==> src/rtl/clk_sel_pkg.sv <==
// rtl/clk_sel_pkg.sv - shared types, widths and helpers for the clock-select controller
package clk_sel_pkg;

    // Controller phases: PLL reset, lock wait, lock settle, normal run, post-switch holdoff
    typedef enum logic [2:0] {
        ST_RESET_PLL = 3'd0,
        ST_WAIT_LOCK = 3'd1,
        ST_SETTLE    = 3'd2,
        ST_RUN       = 3'd3,
        ST_HOLDOFF   = 3'd4
    } clk_sel_state_t;

    // Width of the saturating relock counter
    localparam int RELOCK_W = 8;

    // Bits needed to hold any value in 0..max
    function automatic int cnt_w(input int max);
        return (max < 1) ? 1 : $clog2(max + 1);
    endfunction

    function automatic int max2(input int a, input int b);
        return (a > b) ? a : b;
    endfunction

endpackage

==> src/rtl/sync_debounce.sv <==
// rtl/sync_debounce.sv - two-flop synchronizer with optional debounce filter
module sync_debounce
    import clk_sel_pkg::*;
#(
    parameter int CYCLES = 1
) (
    input  logic clk,
    input  logic rst_n,
    input  logic d_i,
    output logic q_o
);

    logic meta_q;
    logic sync_q;

    // Two-flop synchronizer for an asynchronous input
    always_ff @(posedge clk) begin
        if (!rst_n) begin
            meta_q <= 1'b0;
            sync_q <= 1'b0;
        end else begin
            meta_q <= d_i;
            sync_q <= meta_q;
        end
    end

    generate
        if (CYCLES <= 1) begin : g_sync_only
            // A single-cycle filter adds nothing, so expose the synchronizer directly
            assign q_o = sync_q;
        end else begin : g_debounce
            localparam int CW = cnt_w(CYCLES);
            localparam logic [CW-1:0] LAST = CW'(CYCLES - 1);

            logic [CW-1:0] cnt_q;
            logic          db_q;

            // Accept a new level only after CYCLES consecutive differing samples
            always_ff @(posedge clk) begin
                if (!rst_n) begin
                    cnt_q <= '0;
                    db_q  <= 1'b0;
                end else if (sync_q == db_q) begin
                    cnt_q <= '0;
                end else if (cnt_q == LAST) begin
                    cnt_q <= '0;
                    db_q  <= sync_q;
                end else begin
                    cnt_q <= cnt_q + 1'b1;
                end
            end

            assign q_o = db_q;
        end
    endgenerate

endmodule

==> src/rtl/clk_sel_ctrl.sv <==
// rtl/clk_sel_ctrl.sv - PLL sequencing and glitch-safe BUFGMUX select controller
module clk_sel_ctrl
    import clk_sel_pkg::*;
#(
    parameter int DEBOUNCE_CYCLES     = 1000000,
    parameter int PLL_RST_CYCLES      = 16,
    parameter int LOCK_SETTLE_CYCLES  = 1024,
    parameter int LOCK_TIMEOUT_CYCLES = 100000,
    parameter int SWITCH_HOLDOFF      = 64
) (
    input  logic                clk,
    input  logic                rst_n,
    input  logic                sw_i,
    input  logic                locked_i,
    output logic                sel_o,
    output logic                pll_rst_o,
    output logic                ready_o,
    output logic                switch_done_o,
    output logic [RELOCK_W-1:0] relock_cnt_o
);

    // One phase counter shared by all states, sized for the longest dwell
    localparam int CNT_MAX = max2(max2(PLL_RST_CYCLES, LOCK_SETTLE_CYCLES),
                                  max2(LOCK_TIMEOUT_CYCLES, SWITCH_HOLDOFF));
    localparam int CW = cnt_w(CNT_MAX);

    localparam logic [CW-1:0] RST_LAST    = CW'(PLL_RST_CYCLES - 1);
    localparam logic [CW-1:0] TMO_LAST    = CW'(LOCK_TIMEOUT_CYCLES - 1);
    localparam logic [CW-1:0] SETTLE_LAST = CW'(LOCK_SETTLE_CYCLES);
    localparam logic [CW-1:0] HOLD_LAST   = CW'(SWITCH_HOLDOFF - 1);
    localparam logic          HOLD_ONE    = (SWITCH_HOLDOFF == 1);

    logic sw_db;
    logic lock_s;

    clk_sel_state_t      state_q;
    logic [CW-1:0]       cnt_q;
    logic                sel_q;
    logic                pll_rst_q;
    logic                ready_q;
    logic                done_q;
    logic [RELOCK_W-1:0] relock_q;
    logic [RELOCK_W-1:0] relock_d;

    sync_debounce #(
        .CYCLES(DEBOUNCE_CYCLES)
    ) u_sw_sync (
        .clk  (clk),
        .rst_n(rst_n),
        .d_i  (sw_i),
        .q_o  (sw_db)
    );

    sync_debounce #(
        .CYCLES(1)
    ) u_lock_sync (
        .clk  (clk),
        .rst_n(rst_n),
        .d_i  (locked_i),
        .q_o  (lock_s)
    );

    // Saturating increment applied on every lock loss or lock timeout
    always_comb begin
        relock_d = relock_q;
        if (relock_q != {RELOCK_W{1'b1}}) begin
            relock_d = relock_q + 1'b1;
        end
    end

    // Controller FSM with registered outputs; lock loss always beats a commit
    always_ff @(posedge clk) begin
        if (!rst_n) begin
            state_q   <= ST_RESET_PLL;
            cnt_q     <= '0;
            sel_q     <= 1'b0;
            pll_rst_q <= 1'b1;
            ready_q   <= 1'b0;
            done_q    <= 1'b0;
            relock_q  <= '0;
        end else begin
            done_q <= 1'b0;
            case (state_q)
                ST_RESET_PLL: begin
                    if (cnt_q == RST_LAST) begin
                        state_q   <= ST_WAIT_LOCK;
                        cnt_q     <= '0;
                        pll_rst_q <= 1'b0;
                    end else begin
                        cnt_q <= cnt_q + 1'b1;
                    end
                end
                ST_WAIT_LOCK: begin
                    if (lock_s) begin
                        state_q <= ST_SETTLE;
                        cnt_q   <= '0;
                    end else if (cnt_q == TMO_LAST) begin
                        state_q   <= ST_RESET_PLL;
                        cnt_q     <= '0;
                        pll_rst_q <= 1'b1;
                        relock_q  <= relock_d;
                    end else begin
                        cnt_q <= cnt_q + 1'b1;
                    end
                end
                ST_SETTLE: begin
                    if (!lock_s) begin
                        state_q   <= ST_RESET_PLL;
                        cnt_q     <= '0;
                        pll_rst_q <= 1'b1;
                        relock_q  <= relock_d;
                    end else if (cnt_q == SETTLE_LAST) begin
                        state_q <= ST_RUN;
                        cnt_q   <= '0;
                        ready_q <= 1'b1;
                    end else begin
                        cnt_q <= cnt_q + 1'b1;
                    end
                end
                ST_RUN: begin
                    if (!lock_s) begin
                        state_q   <= ST_RESET_PLL;
                        cnt_q     <= '0;
                        pll_rst_q <= 1'b1;
                        ready_q   <= 1'b0;
                        relock_q  <= relock_d;
                    end else if (sw_db != sel_q) begin
                        state_q <= ST_HOLDOFF;
                        cnt_q   <= '0;
                        sel_q   <= sw_db;
                        ready_q <= 1'b0;
                        done_q  <= HOLD_ONE;
                    end
                end
                ST_HOLDOFF: begin
                    // The done pulse is raised so it coincides with the last holdoff cycle
                    if (!lock_s) begin
                        state_q   <= ST_RESET_PLL;
                        cnt_q     <= '0;
                        pll_rst_q <= 1'b1;
                        relock_q  <= relock_d;
                    end else if (cnt_q == HOLD_LAST) begin
                        state_q <= ST_RUN;
                        cnt_q   <= '0;
                        ready_q <= 1'b1;
                    end else begin
                        cnt_q  <= cnt_q + 1'b1;
                        done_q <= ((cnt_q + 1'b1) == HOLD_LAST);
                    end
                end
                default: begin
                    state_q   <= ST_RESET_PLL;
                    cnt_q     <= '0;
                    pll_rst_q <= 1'b1;
                    ready_q   <= 1'b0;
                end
            endcase
        end
    end

    assign sel_o         = sel_q;
    assign pll_rst_o     = pll_rst_q;
    assign ready_o       = ready_q;
    assign switch_done_o = done_q;
    assign relock_cnt_o  = relock_q;

endmodule
==> config.mk <==
export PLATFORM = sky130hd
export DESIGN_NAME = clk_sel_ctrl
export DESIGN_NICKNAME = d
export VERILOG_FILES = /design/src/rtl/clk_sel_pkg.sv /design/src/rtl/sync_debounce.sv /design/src/rtl/clk_sel_ctrl.sv
export SDC_FILE = /design/constraint.sdc
export NUM_CORES = 1
export LEC_CHECK = 0
export ABC_AREA = 1
export BUFFER_PORTS_ARGS = -buffer_cell sky130_fd_sc_hd__buf_2
export CAP_MARGIN = 20
export CORE_ASPECT_RATIO = 0.7
export CORE_MARGIN = 4
export CORE_UTILIZATION = 50
export CTS_BUF_LIST = sky130_fd_sc_hd__clkbuf_4 sky130_fd_sc_hd__clkbuf_8 sky130_fd_sc_hd__clkbuf_16
export DETAILED_ROUTE_END_ITERATION = 7
export HOLD_SLACK_MARGIN = 0.15
export PLACE_DENSITY_LB_ADDON = 0.12
export SLEW_MARGIN = 20
export SYNTH_ARGS = -nofsm -noshare
export SYNTH_HDL_FRONTEND = slang
export SYNTH_SLANG_ARGS = --single-unit
==> constraint.sdc <==
create_clock -name clk -period 1.8 [get_ports clk]
set_clock_uncertainty 0.15 [all_clocks]
set_input_delay 0.27 -clock clk [delete_from_list [all_inputs] [get_ports clk]]
set_output_delay 0.27 -clock clk [all_outputs]
set_load 0.03 [all_outputs]
# Word level (Yosys, flattened, before mapping)
# Cells that the tools add are included.
[classes]
n_reduce_logical = 12
n_eq_ne = 25
bitwise = 5
n_mux = 37
add_sub_neg = 3
[op_table]
columns = ["cell", "count"]
rows = [
  ["$mux 17", 9],
  ["$pmux 17 s5", 1],
  ["$eq 17x6->1 const B", 2],
  ["$mux 8", 4],
  ["$mux 3", 9],
  ["$add 20x1->20 const B", 1],
  ["$eq 20x20->1 const B", 1],
  ["$add 17x1->17 const B", 1],
  ["$eq 17x11->1 const B", 1],
  ["$eq 17x17->1 const B", 1],
  ["$eq 17x4->1 const B", 1],
  ["$pmux 8 s2", 1],
  ["$pmux 3 s5", 1],
  ["$ne 2x2->1 const B", 6],
  ["$mux 1", 10],
  ["$ne 3x3->1 const B", 3],
  ["$add 8x1->8 const B", 1],
  ["$ne 8x8->1 const B", 1],
  ["$reduce_and 4->1", 2],
  ["$eq 3x2->1 const B", 2],
  ["$reduce_and 6->1", 1],
  ["$reduce_or 3->1", 2],
  ["$not 1->1", 5],
  ["$reduce_and 5->1", 1],
  ["other kinds (14)", 15],
]
[word_totals]
input_bits = 4
word_cells = 95
ff_bits = 57

# Longest topological paths before layout
# Gate-level depths: netlist (run 1).
[logic_depth]
word_depth = 5
depth_mapped = 13
mapped_depth_nobuf = 13

# Cells and area by module
# A second synthesis (run 1) with hierarchy kept.
[hier_totals]
hier_cells = 563
hier_area_um2 = 3667.3
[by_module_without_submodules]
columns = ["mod", "n_inst", "cells_each", "area_per_inst_um2", "seq_area_each_um2"]
rows = [
  ["clk_sel_ctrl", 1, 386, 2442.3, 640.6],
  ["sync_debounce (u_sw_sync)", 1, 171, 1169.9, 460.4],
  ["sync_debounce (u_lock_sync)", 1, 6, 55.1, 40.0],
]

# Least setup slack after synthesis (run 1)
# OpenSTA, ideal clock, no wires.
[synth_timing]
kind = "reg-to-reg"
start = "register relock_q[0], in the netlist relock_cnt_o[0]"
end = "register relock_q[0], in the netlist relock_cnt_o[0]"
setup_slack_ns = -0.065
path_stages_with_launch = 9
setup_ns = 0.114
required_time_ns = 1.536
path_buffers = 0
period_less_slack_ns = 1.865
arrival_time_ns = 1.601
path_cell_list = "dfxtp_1 > ha_1 > nand4_1 > nor2_1 > nor2_8 > nand2_4 > clkinv_2 > nor2_1 > nor2_1"
[synth_via]
elab_chain_len = 5
[synth_rtl]
columns = ["element", "line", "text"]
rows = [
  ["start: declaration", "clk_sel_ctrl.sv:42", "logic [RELOCK_W-1:0] relock_q;"],
  ["start signal: assignment", "clk_sel_ctrl.sv:101", "relock_q <= relock_d;"],
  ["start signal: assignment", "clk_sel_ctrl.sv:111", "relock_q <= relock_d;"],
  ["start signal: assignment", "clk_sel_ctrl.sv:126", "relock_q <= relock_d;"],
  ["$add 8x1->8 or $ne 8x8->1 (tied branches)", "clk_sel_ctrl.sv:67, clk_sel_ctrl.sv:66", ""],
  ["$mux 8 *", "clk_sel_ctrl.sv:66", "if (relock_q != {RELOCK_W{1'b1}}) begin"],
  ["$mux 8", "clk_sel_ctrl.sv:97", "end else if (cnt_q == TMO_LAST) begin"],
  ["$mux 8", "clk_sel_ctrl.sv:94", "if (lock_s) begin"],
  ["$pmux 8 s2 *", "clk_sel_ctrl.sv:83", "case (state_q)"],
]
# Mark *: on every way between the ends. The rest lies on a longest branch, timed or not. The select of a mux whose other input is x is not followed.
# A chain may end at the register's enable or synchronous reset.

# Worst setup path in the final report (run 1)
[layout_timing]
start = "register cnt_q[1]"
end = "register done_q, in the netlist switch_done_o"
[layout_via]
elab_chain_len = 2
[layout_rtl]
columns = ["element", "line", "text"]
rows = [
  ["start: declaration", "clk_sel_ctrl.sv:37", "logic [CW-1:0] cnt_q;"],
  ["start signal: assignment", "clk_sel_ctrl.sv:90", "cnt_q <= cnt_q + 1'b1;"],
  ["start signal: assignment", "clk_sel_ctrl.sv:103", "cnt_q <= cnt_q + 1'b1;"],
  ["start signal: assignment", "clk_sel_ctrl.sv:117", "cnt_q <= cnt_q + 1'b1;"],
  ["$add 17x1->17 or $eq 17x6->1 (tied branches)", "clk_sel_ctrl.sv:148, clk_sel_ctrl.sv:142", ""],
  ["$eq 17x6->1 or $reduce_or 4->1 (tied branches)", "n/a", ""],
  ["end signal: assignment", "clk_sel_ctrl.sv:148", "done_q <= ((cnt_q + 1'b1) == HOLD_LAST);"],
  ["end: declaration", "clk_sel_ctrl.sv:41", "logic done_q;"],
]
# Several ways; a longest one is shown, not always the timed one.

==> results of run 1 <==
[area by class of cell]
class	instances	area, um2
multi-input cells	415	2336
fillers	622	2217
flip-flops and latches	57	1164
repair buffers	78	579.3
inverters	73	282.8
clock buffers	13	172.7
well taps	94	117.6
clock inverters	2	12.51
[state kept, by name, summed over array words and instances, names as in the netlist]
register	cells
u_sw_sync.meta_q	1
u_sw_sync.q_o	1
sel_o	1
ready_o	1
u_sw_sync.g_debounce.cnt_q	20
u_sw_sync.sync_q	1
u_lock_sync.q_o	1
switch_done_o	1
pll_rst_o	1
cnt_q	17
relock_cnt_o	8
state_q	3
u_lock_sync.meta_q	1
[critical path, cell delays in order, from the launching register on]
cell	delay, ps
dfxtp_2	360
buf_6	120
ha_2	190
nand3_4	120
o21ai_2	140
nand2_2	90
nand3b_1	180
nor2_1	120
nand2_1	80
nor3_2	140
[metrics by stage]
stage	util (%)	power [uW]	hold WS, ps	area [um2]	setup slack, ps
after detailed placement	59.91	3131	254.4	4123	-118.5
final	67.78	4534	155.2	4664	9.946
after floorplan	-	2608	217.6	3628	9.992
after CTS	63.93	4282	152.2	4399	-22.45
after global placement	59.91	3104	248.2	4123	-145.3
after global routing	67.78	4812	179.9	4664	-109.7
[logic make-up (layout without fill, tap and decap cells)]
family                     Yosys count  after routing  share of synthesized area (%)
xor gates and xnor gates            22             22                          5.314
adders and majority gates            6              6                          2.070
DFF                                 57             57                          31.47
and+or+nand+nor                    330            331                          41.82
buffers and inverters               91            166                          10.59
AOI/OAI and AO/OA                   56             56                          8.730
[placed cells by master, fill, tap and decap left out, drive strengths merged]
master / instances
a21oi: 25
and3: 2
buf: 75
clkbuf: 13
clkinv: 4
clkinvlp: 1
dfxtp: 57
dlygate4sd3: 3
ha: 6
inv: 70
nand2: 142
nand3: 50
nand3b: 3
nand4: 20
nor2: 99
nor3: 12
nor3b: 1
nor4: 1
o2111ai: 1
o211ai: 8
o21a: 2
o21ai: 20
or2: 1
xnor2: 7
xor2: 15
[where the power goes]
part | switching, uW | total, uW | internal, uW
clock | 515 | 1130 | 619
combinational | 1200 | 1900 | 706
sequential | 133 | 1500 | 1370
total | 1840 | 4530 | 2690
[metal layers]
layer / part of all wire [%] / up-vias / GRT usage (%) / routed length, um
li1: - / 1939 / - / -
met1: 49 / 1742 / 36.78 / 5047
met2: 42 / 140 / 36.26 / 4349
met3: 8.6 / 11 / 5.849 / 889
met4: 0.91 / 0 / 5.604 / 95
met5: 0 / - / 0 / 0
[worst min-delay path by stage]
stage	from	to	depth (start not counted)
2_1_floorplan	locked_i	u_lock_sync.meta_q	2
3_3_place_gp	u_lock_sync.meta_q	u_lock_sync.q_o	2
3_5_place_dp	u_lock_sync.meta_q	u_lock_sync.q_o	2
4_1_cts	rst_n	cnt_q[11]	3
5_1_grt	rst_n	u_sw_sync.sync_q	3
6_report	rst_n	cnt_q[11]	3
[what timing repair did]
item                                    4_1_cts  5_1_grt
hold endpoints to repair                      2        0
endpoints found under the setup margin       30       48
buffers inserted                              0        7
gates cloned                                  0        1
hold buffers                                  3        0
resized for setup                            16       64
pin swaps                                     3       19
==> reports/summary.txt, run 1 <==
Clock Tree Root: clkbuf_8
WP data arrival: 1890 ps
Routed length per instance: 14.18 um
Worst Setup EP: switch_done_o
Layout Nets: 644
RSZ-0062 raised after global routing: true
Synth area leader: dfxtp_1
Post-synthesis register bit count: 57
CP max FO: 4
ANT cells: 0
CP Launch Type: register
Leakage power: 0.002030 uW
Share of cells above drive strength 1: 28.68%
Synthesized area: 3626 um2
Placed insts: 706
Initial DRC count: 352
Synth Warn #: 0
Crit path from: cnt_q[1]
CTS tree: done
Final Setup Violations: 0
Asr flop ratio synth: 0%
Vias: 3832
DIE AREA: 8700 um2
Slew @ Worst Pin: 316.5 ps
Setup crit end kind: register
First-pass GRT wire length: 16.96 mm
Clock-pin transition on the worst setup and hold timing paths: 70 ps
IO Port Bufs: 15
Cells after Synth: 562
Max-cap violations: 0
# DRC: 0
Synth area leaders: dfxtp_1 31%, nand2_1 14%, nor2_1 9.0%
Finished Layout Cells: 732
Initial core utilization: 52.69%
Total routed wirelength: 10.38 mm
Reg2reg start: cnt_q[1]
Slew Limit Headroom: 78.88%
Pwr dens: 972.1 nW/um2
EDFF count, synth: 0
Largest net degree at the start of global routing: 18
Fmax: 558.6 MHz
Reg-to-reg critical path endpoint: switch_done_o
Top post-synthesis cells by count: 134 x nand2_1, 87 x nor2_1, 64 x inv_1, 57 x dfxtp_1, 47 x nand3_1
Final GP Congestion: 0.9531
Outcome: finished, final reports clean
Clk Latency, worst-skew pair: 330 ps
Worst VDD drop: 0.8629 mV
# IOs: 16
Total GRT Usage: 24.86%
Congestion Overflow GR: 0
Synth top area share: 31.47%
Die Ht: 79.25 um
Die X: 109.8 um
Post-route ant nets: 0
Max Root-Sink Buffers: 2
Row Count: 25
Register area share after synthesis: 31.47%
Mapped Nets: 572
Distinct cells, synth: 38
Tmin final: 1790 ps
Synth Area per Inst: 6.452 um2
Final Hold Viols: 0
Initial DRT Pass Iterations: 5
Vias/cell: 5.235
Initial antenna violation count: 0
CTS buffer count: 9
Clk sinks: 57
Setup CP Type: register to register
Hpwl dp: 7.605 mm
Number of global-route vias before repair: 3482
CORE AREA: 6882 um2
H-tree levels: 3
Period Utilization, post-route: 99.45%
Max Transition Viols Final: 0
Min-delay worst type: input port to register
Required @ worst endpoint: 1900 ps
Reg2Reg Depth: 9
Area grow syn2layout: 28.64%
Most common cell in the netlist: nand2_1
Setup tns final: 0 ps
Worst R2R Setup Slack: 10 ps
Ys flop type: dfxtp_1
Note: power is estimated with default switching activity, not from simulation.
==> run 2, diff against run 1 <==
Settings changed: ABC_AREA 1 to 0, CORE_MARGIN 4 to 2.
==> reports/summary.txt, run 2 <==
Total GRT Usage: 25.09%
Synth area leader: dfxtp_1
Die Ht: 70.63 um
Layout Nets: 497
Combinational share of power: 32.2%
Leakage power: 0.001862 uW
Largest net degree at the start of global routing: 18
H-tree levels: 3
Largest Register: u_sw_sync.g_debounce.cnt_q
Setup tns final: -20100 ps
Setup CP Type: register to register
Most common cell in the netlist: dfxtp_1
Share of cells above drive strength 1: 37.20%
Distinct cells, synth: 54
Tmin final: 2553 ps
CTS buffer count: 9
Worst path bufs/invs: 1
Sequential Power Share: 37.5%
Period Utilization, post-route: 141.9%
Asr flop ratio synth: 0%
# IOs: 16
Synthesized area: 3171 um2
Congestion Overflow GR: 0
CP max-delay cell: or4_4
IO Port Bufs: 15
Post-synthesis mux area share: 1.934%
CTS tree: done
Synth Area per Inst: 8.006 um2
Slew Limit Headroom: 65.58%
Max incr delay on CP: 560 ps
Final GP Congestion: 0.9451
Max reg flops: 20
Top post-synthesis cells by count: 57 x dfxtp_1, 53 x nor2_1, 50 x nand2_1, 21 x clkbuf_1, 21 x xor2_1
Post-synthesis simple-gate area fraction: 32.16%
Register area share after synthesis: 35.99%
Synth Warn #: 0
Clock Tree Root: clkbuf_8
Post-synthesis xor/xnor area fraction: 9.392%
CP Cell Sequence: or4_4 > nor4_4 > a41oi_4 > o311ai_4 > buf_4 > a21oi_1 > a221o_1
Final Hold Viols: 0
CP max FO: 6
CORE AREA: 6186 um2
Worst VDD drop: 0.4859 mV
Final Setup Violations: 51
Clk Latency, worst-skew pair: 350 ps
Total routed wirelength: 9.217 mm
Required @ worst endpoint: 1900 ps
Routed length per instance: 16.17 um
Min-delay worst type: register to register
Slew @ Worst Pin: 512.3 ps
Switching part of the total: 35.54%
Hpwl dp: 6.014 mm
CP Launch Type: register
Post-layout util: 72.39%
EDFF count, synth: 0
Adder-Cell Fraction of Synth Area: 2.684%
Vias: 3197
Initial DRC count: 202
Max Root-Sink Buffers: 2
Failing checks: setup timing
Pwr dens: 815.5 nW/um2
First-pass GRT wire length: 13.90 mm
Clk sinks: 57
Most common cell after layout, fill and taps aside: buf_4
Number of global-route vias before repair: 2835
Area grow syn2layout: 41.24%
Max-cap violations: 0
Clock-pin transition on the worst setup and hold timing paths: 80 ps
Compound-gate portion of the synthesized area: 13.14%
Hold Slack: 286.9 ps
RSZ-0062 raised after global routing: true
Vias/cell: 5.609
Outcome: finished, violations left
Initial antenna violation count: 0
Int Power: 2354 uW
Mapped Nets: 406
WP data arrival: 2650 ps
Synth top area share: 35.99%
Cells after Synth: 396
Final worst slack: -753.5 ps
Fmax: 391.6 MHz
Max Transition Viols Final: 0
Initial core utilization: 51.25%
Die X: 99.18 um
Clk pwr share: 30.3%
Most frequent cells in the layout: 74 x buf_4, 49 x nand2_1, 49 x dfxtp_1
# DRC: 0
Layout fillers: 476
Synth area leaders: dfxtp_1 36%, nor2_1 6.3%, nand2_1 5.9%
ANT cells: 0
Row Count: 24
Main combinational cell family by area after synthesis: simple AND/OR/NAND/NOR gates
Post-synthesis register bit count: 57
Post-route ant nets: 0
NetSw: 1298 uW
DIE AREA: 7004 um2
Cell family with most CP delay: compound AO/OA/AOI/OAI gates
Setup crit end kind: register
Initial DRT Pass Iterations: 5
Ys flop type: dfxtp_1
[run 2: power groups by stage]
stage / Sequential [uW] / Combinational, uW / Clock (uW)
2_1_floorplan: 1440 / 485 / 0
3_3_place_gp: 1390 / 869 / 0
3_5_place_dp: 1390 / 884 / 0
4_1_cts: 1370 / 957 / 1130
5_1_grt: 1370 / 1260 / 1190
6_report: 1370 / 1180 / 1110
[run 2: worst register-to-register path: stages, from the launching register on]
cell and delay (ps):
dfxtp_2 320, or4_4 560, nor4_4 310, a41oi_4 210
o311ai_4 390, buf_4 190, a21oi_1 60, a221o_1 260
[run 2: routing by layer]
layer,share of wire (%),up-vias,track usage [%]
met3,7.3,8,7.411
met5,0,-,0
met2,45,108,35.44
li1,-,1570,-
met4,0.60,0,6.545
met1,47,1511,37.33
[run 2: kinds of logic after synthesis]
group                    count (synthesis)
buffers and inverters                   37
AND/OR/NAND/NOR                        199
multiplexers                             6
adder cells (fa/ha/maj)                  7
flip-flops                              57
AO/OA/AOI/OAI                           56
XOR/XNOR                                34
[run 2: path summary, 6_finish.rpt]
check                                      start                to  slack [ps]  cells past startpoint
worst max register to register          cnt_q[6]         cnt_q[15]        -750                      7
worst min-delay path            u_sw_sync.meta_q  u_sw_sync.sync_q         290                      1
worst min register to register  u_sw_sync.meta_q  u_sw_sync.sync_q         290                      1
worst max-delay path                    cnt_q[6]         cnt_q[15]        -750                      7
[run 2: area by class of cell]
class / instances / area (um2) / share of cell area (%)
clock buffer: 9 / 123.9 / 2.766
clock inverter: 7 / 55.05 / 1.229
inverter: 12 / 45.04 / 1.006
multi-input combinational: 304 / 2221 / 49.59
sequential: 57 / 1151 / 25.71
tap: 78 / 97.59 / 2.179
timing repair buffer: 103 / 784.5 / 17.52
[run 2: metrics by stage]
stage	cell area [um2]	setup WS, ps	power, uW	cells
5_1_grt	4478	-828.2	3821	570
2_1_floorplan	3267	-757.6	1924	396
3_3_place_gp	3841	-678.4	2259	537
3_5_place_dp	3841	-707.4	2277	537
6_report	4478	-753.5	3652	570
4_1_cts	4125	-643.5	3455	557
[run 2: repair_timing]
item                                    in CTS  in global routing
hold buffers                                 3                  0
buffers inserted                             1                  9
hold endpoints to repair                     3                  0
pin swaps                                   13                 39
endpoints found under the setup margin      31                 52
cloned                                       0                  4
resized for setup                           15                 61
